File: src/rtl/luislt_issue_arbiter.sv
// Round-robin issue arbiter in front of a shared LuiSlt unit: S1 holds the granted
// operands, S2 holds the captured result until the CDB accepts it.

module luislt_issue_lane #(
    parameter int W = 8
) (
    input  logic         gnt,
    input  logic [W-1:0] op,
    output logic [W-1:0] sel
);
    assign sel = gnt ? op : '0;
endmodule

module luislt_issue_arbiter #(
    parameter int NUM_REQ = 4,
    parameter int TAG_W   = 4,
    parameter int CNT_W   = 16
) (
    input  logic                            clk,
    input  logic                            rst_n,
    input  logic                            flush,
    input  logic [NUM_REQ-1:0]              req_valid,
    output logic [NUM_REQ-1:0]              req_ready,
    input  logic [NUM_REQ-1:0][1:0]         req_aluc,
    input  logic [NUM_REQ-1:0][31:0]        req_a,
    input  logic [NUM_REQ-1:0][31:0]        req_b,
    input  logic [NUM_REQ-1:0][TAG_W-1:0]   req_tag,
    output logic [31:0]                     fu_a,
    output logic [31:0]                     fu_b,
    output logic [1:0]                      fu_aluc,
    input  logic [31:0]                     fu_r,
    input  logic                            fu_is_equal,
    input  logic                            fu_is_smaller,
    output logic                            cdb_valid,
    input  logic                            cdb_ready,
    output logic [TAG_W-1:0]                cdb_tag,
    output logic [31:0]                     cdb_data,
    output logic [1:0]                      cdb_flags,
    output logic                            busy,
    output logic [CNT_W-1:0]                issue_cnt
);
    localparam int PTR_W = $clog2(NUM_REQ);

    typedef struct packed {
        logic [31:0]      a;
        logic [31:0]      b;
        logic [1:0]       aluc;
        logic [TAG_W-1:0] tag;
    } op_t;

    localparam int OP_W = $bits(op_t);

    logic                          s1_v, s2_v;
    op_t                           s1_op;
    logic [31:0]                   s2_data;
    logic [1:0]                    s2_flags;
    logic [TAG_W-1:0]              s2_tag;
    logic [PTR_W-1:0]              rr_ptr;

    logic                          s2_free, s1_adv, s1_free;
    logic                          found, xfer;
    logic [PTR_W-1:0]              cand, gnt_idx, nxt_ptr;
    logic [NUM_REQ-1:0][OP_W-1:0]  lane_sel;
    logic [OP_W-1:0]               sel_flat;
    op_t                           sel_op;

    assign s2_free = !s2_v | cdb_ready;
    assign s1_adv  = s1_v & s2_free;
    assign s1_free = !s1_v | s1_adv;

    // First valid station at or after rr_ptr, wrapping modulo NUM_REQ.
    always_comb begin
        found   = 1'b0;
        gnt_idx = '0;
        cand    = '0;
        for (int k = 0; k < NUM_REQ; k++) begin
            cand = PTR_W'((int'(rr_ptr) + k) % NUM_REQ);
            if (!found && req_valid[cand]) begin
                found   = 1'b1;
                gnt_idx = cand;
            end
        end
    end

    // rst_n gating keeps req_ready low throughout reset even while stations are valid.
    assign req_ready = (found && s1_free && !flush && rst_n) ? (NUM_REQ'(1) << gnt_idx) : '0;
    assign xfer      = |req_ready;
    assign nxt_ptr   = (gnt_idx == PTR_W'(NUM_REQ - 1)) ? '0 : gnt_idx + PTR_W'(1);

    genvar gi;
    generate
        for (gi = 0; gi < NUM_REQ; gi++) begin : g_lane
            luislt_issue_lane #(.W(OP_W)) u_lane (
                .gnt (req_ready[gi]),
                .op  ({req_a[gi], req_b[gi], req_aluc[gi], req_tag[gi]}),
                .sel (lane_sel[gi])
            );
        end
    endgenerate

    always_comb begin
        sel_flat = '0;
        for (int k = 0; k < NUM_REQ; k++) sel_flat = sel_flat | lane_sel[k];
    end
    assign sel_op = op_t'(sel_flat);

    always_ff @(posedge clk or negedge rst_n) begin
        if (!rst_n) begin
            s1_v      <= 1'b0;
            s2_v      <= 1'b0;
            s1_op     <= '0;
            s2_data   <= '0;
            s2_flags  <= '0;
            s2_tag    <= '0;
            rr_ptr    <= '0;
            issue_cnt <= '0;
        end else if (flush) begin
            s1_v <= 1'b0;
            s2_v <= 1'b0;
        end else begin
            if (xfer) begin
                s1_op     <= sel_op;
                s1_v      <= 1'b1;
                rr_ptr    <= nxt_ptr;
                issue_cnt <= issue_cnt + CNT_W'(1);
            end else if (s1_adv) begin
                s1_v <= 1'b0;
            end
            // S2 only reloads when free, so the CDB payload holds under backpressure.
            if (s1_adv) begin
                s2_data  <= fu_r;
                s2_flags <= {fu_is_equal, fu_is_smaller};
                s2_tag   <= s1_op.tag;
                s2_v     <= 1'b1;
            end else if (s2_v && cdb_ready) begin
                s2_v <= 1'b0;
            end
        end
    end

    assign fu_a      = s1_op.a;
    assign fu_b      = s1_op.b;
    assign fu_aluc   = s1_op.aluc;
    assign cdb_valid = s2_v;
    assign cdb_tag   = s2_tag;
    assign cdb_data  = s2_data;
    assign cdb_flags = s2_flags;
    assign busy      = s1_v | s2_v;

endmodule

File: config.mk
export PLATFORM = sky130hd
export DESIGN_NAME = luislt_issue_arbiter
export DESIGN_NICKNAME = d
export VERILOG_FILES = /design/src/rtl/luislt_issue_arbiter.sv
export SDC_FILE = /design/constraint.sdc
export NUM_CORES = 1
export LEC_CHECK = 0
export ABC_AREA = 1
export BUFFER_PORTS_ARGS = -buffer_cell sky130_fd_sc_hd__buf_2
export CORE_AREA = 2 2 174 176
export CTS_BUF_LIST = sky130_fd_sc_hd__clkbuf_8
export DETAILED_ROUTE_END_ITERATION = 8
export DIE_AREA = 0 0 176 178
export PLACE_DENSITY_LB_ADDON = 0.08
export REMOVE_ABC_BUFFERS = 1
export SLEW_MARGIN = 20
export SYNTH_ARGS = -nofsm -noshare
export SYNTH_HDL_FRONTEND = slang
export SYNTH_SLANG_ARGS = --single-unit
File: constraint.sdc
create_clock -name clk -period 6.2 [get_ports clk]
set_input_delay 0.93 -clock clk [delete_from_list [all_inputs] [get_ports clk]]
set_output_delay 0.93 -clock clk [all_outputs]
set_load 0.1 [all_outputs]
==> impl_results.md <==
- CTS tree: done
- Worst slew margin: 0.285
- Cells after Synth: 1,169
- Die height: between 150 and 200 µm
- Vias in the first global route: 9,156
- Clock skew: around 0.018 ns
- Antenna-violating nets left: 0
- R2R cell count: 17
- Final Hold Violating Endpoints: 0
- Via count: 9,494
- Critical Path End Type: output pin
- Post-synth ARST share: 1.00
- Yosys top cell by area: dfrtp_1
- Detailed-route vias per instance: slightly above 5
- Final Routed Wirelength: ~35,000 µm
- Detailed Place HPWL: between 20,000 and 30,000 µm
- Synth Cell Area: 8840 µm²
- Syn Area/Cell: about 7.6 µm²
- Synth unique cells: 29
- Unrepaired setup endpoints after global routing: no
- Clock Latency Late Sink: 0.44 ns
- Die ar.: 31,300 µm²
- Status: finished, final reports clean
- Drt pass-1 iters: 4
- Sequential fraction of the synthesis area: 0.362
- GRT Total Usage: 0.217
- Worst Path Required: 5.27 ns
- DRC Markers: 0
- Initial antenna violation count: 9
- Synth top area cells: dfrtp_1 36%, nand4_1 20%, nand2_1 12%, buf_4 6.3%, nand3_1 5.6%
- Placer congestion estimate: between 0.8 and 0.9
- H-tree levels: 4
- Part of the cycle the worst path needs: 0.716
- GRT overflow: 0
- Max Clk Rate: 0.225 GHz
- Count of final setup violators: 0
- Setup CP Type: flip-flop to output pin
- Count leader, synth: nand2_1
- Share of cells above drive strength 1: 0.371
- Clock slew at reported path FFs: 0.09 ns
- Critical Path End: req_ready[1]
- CTS Hold Bufs: 0
- Largest net degree at the start of global routing: 109
- Core area: between 20,000 and 30,000 µm²
- Postcts setup bufs: 0
- EDFF count, synth: 0
- R2r setup slk: 2.36 ns
- Routed WL per cell: 18.7 µm
- Root Driver: clkbuf_8
- Top post-synthesis cells by count: 286 x nand2_1, 284 x nand4_1, 128 x dfrtp_1, 99 x nand3_1, 88 x nor2_1
- FF-to-FF End: issue_cnt[11]
- Yosys reg bits: 128
- Met2 Track Usage GR: 0.363
- Starting DRT DRC Count: 480
- Max-cap violations: 0
- Ports: approximately 450
- Worst-Margin Slew: 1.07 ns
- GR peak layer: met2
- M1 GR Usage: 0.268
- Die Wd: 176 µm
- Clock period minus worst slack: 4.44 ns
- Setup TNS: 0 ns
- Initial core utilization: 0.301
- First-pass GRT wire length: 52,400 µm
- Synth top area share: 0.362
- Yosys warns: 0
- FF-to-FF Start: rr_ptr[0]
- Row count: 63
- Pins Over Slew Limit: 0
- Hold Crit Class: primary input to async pin
- Crit path max fanout: 26
- Total CTS buffers: 17
- Final net count: 1,788
- Max Buffers Root-to-Sink: 2
- Clock net sink count: 128
- IO buf count: about 450
- GR Util met3: 0.0575
- Area grow syn2layout: 24.6%
- Critical path startpoint category: flip-flop
- Start point of the critical path: rr_ptr[0]
- Top_reg_cell synth: dfrtp_1
- CTS-repair resized insts: 0
- Arrival time at the worst endpoint: 3.51 ns
[cells by family (layout without fill, tap and decap cells)]
logic type | count (synthesis) | count (layout) | share of synthesized area
multiplexers | 38 | 38 | 0.0484
AO/OA/AOI/OAI | 8 | 8 | 0.00934
XOR/XNOR | 14 | 14 | 0.0139
AND/OR/NAND/NOR | 769 | 769 | 0.428
flip-flops | 128 | 128 | 0.362
buffers and inverters | 207 | 512 | 0.132
adder cells (fa/ha/maj) | 5 | 5 | 0.00707
other | 0 | 7 | 0
[worst max-delay path, stage by stage (launching register included)]
cell and delay (ns):
dfrtp_1 0.57, inv_4 0.10, nand2_1 0.07, nand2_1 0.09, nand2_1 0.12, nand2_4 0.08
nor2_8 0.11, nand2_1 0.09, o211ai_1 0.09, nand3_1 0.24, inv_1 0.20, ha_2 0.63
inv_1 0.09, nor2_1 0.13, buf_2 0.45
[placed cells by master, fill, tap and decap left out, types with 2 or more instances in the layout]
| cell | synthesis | routed |
|---|---|---|
| nand4_1 | 284 | 284 |
| ha_2 | 0 | 2 |
| nand3b_1 | 2 | 2 |
| xnor2_1 | 7 | 7 |
| inv_6 | 0 | 7 |
| mux2_2 | 38 | 38 |
| o211ai_4 | 2 | 2 |
| inv_8 | 0 | 3 |
| o211ai_1 | 3 | 3 |
| buf_2 | 55 | 446 |
| nand3_1 | 99 | 99 |
| clkinv_4 | 0 | 2 |
| inv_1 | 17 | 16 |
| nand2_1 | 286 | 286 |
| clkinvlp_4 | 0 | 3 |
| buf_4 | 74 | 15 |
| ha_4 | 0 | 2 |
| clkbuf_8 | 0 | 17 |
| diode_2 | 0 | 7 |
| nor2_1 | 88 | 88 |
| dfrtp_1 | 128 | 128 |
| nand2_2 | 4 | 4 |
| xor2_1 | 7 | 7 |
[flip-flops by register name, summed over array words and instances (netlist names)]
register and count:
cdb_data 32, fu_a 32, fu_b 32, issue_cnt 16, cdb_tag 4, s1_op 4, cdb_flags 2, fu_aluc 2
rr_ptr 2, cdb_valid 1, s1_v 1
[metrics by stage]
stage	setup WS, ns	cells	utilization	hold WS [ns]	cell area (µm²)
detailed placement	1.72	1832	0.362	0.487	10600
global placement	1.79	1832	0.362	0.482	10600
CTS	1.67	1864	0.374	0.463	11000
global route	1.47	1867	0.375	0.481	11000
floorplan	-1.83	980	-	0.474	7750
finish	1.76	1871	0.375	0.473	11000
[per-layer routing]
metal	wire length, µm	part of all wire	up-vias
li1	-	-	4651
met1	14300	0.41	4456
met2	17000	0.49	323
met3	2440	0.070	56
met4	1120	0.032	8
met5	43	0.0012	-
[worst min-delay path by stage]
stage / start / end / slack, ns / depth (start not counted)
finish: rst_n / issue_cnt[3] / 0.47 / 1
global route: rst_n / issue_cnt[2] / 0.48 / 1
CTS: rst_n / issue_cnt[2] / 0.46 / 1
floorplan: s1_op[0] / s1_op[0] / 0.47 / 2
global placement: cdb_data[22] / cdb_data[22] / 0.48 / 1
detailed placement: cdb_data[22] / cdb_data[22] / 0.49 / 1
[cell type report]
type                    instances  area (µm²)
diodes                          7        17.5
clock buffers                  17         234
fillers                      3204       18400
multi-input cells             834        4510
flip-flops and latches        128        3200
repair buffers                462        2360
clock inverters                15         140
inverters                      18        77.6
well taps                     390         488
Power is left out: the tool's default activity adds up to more than one toggle a clock period on the data nets, which glitch-free logic cannot reach.
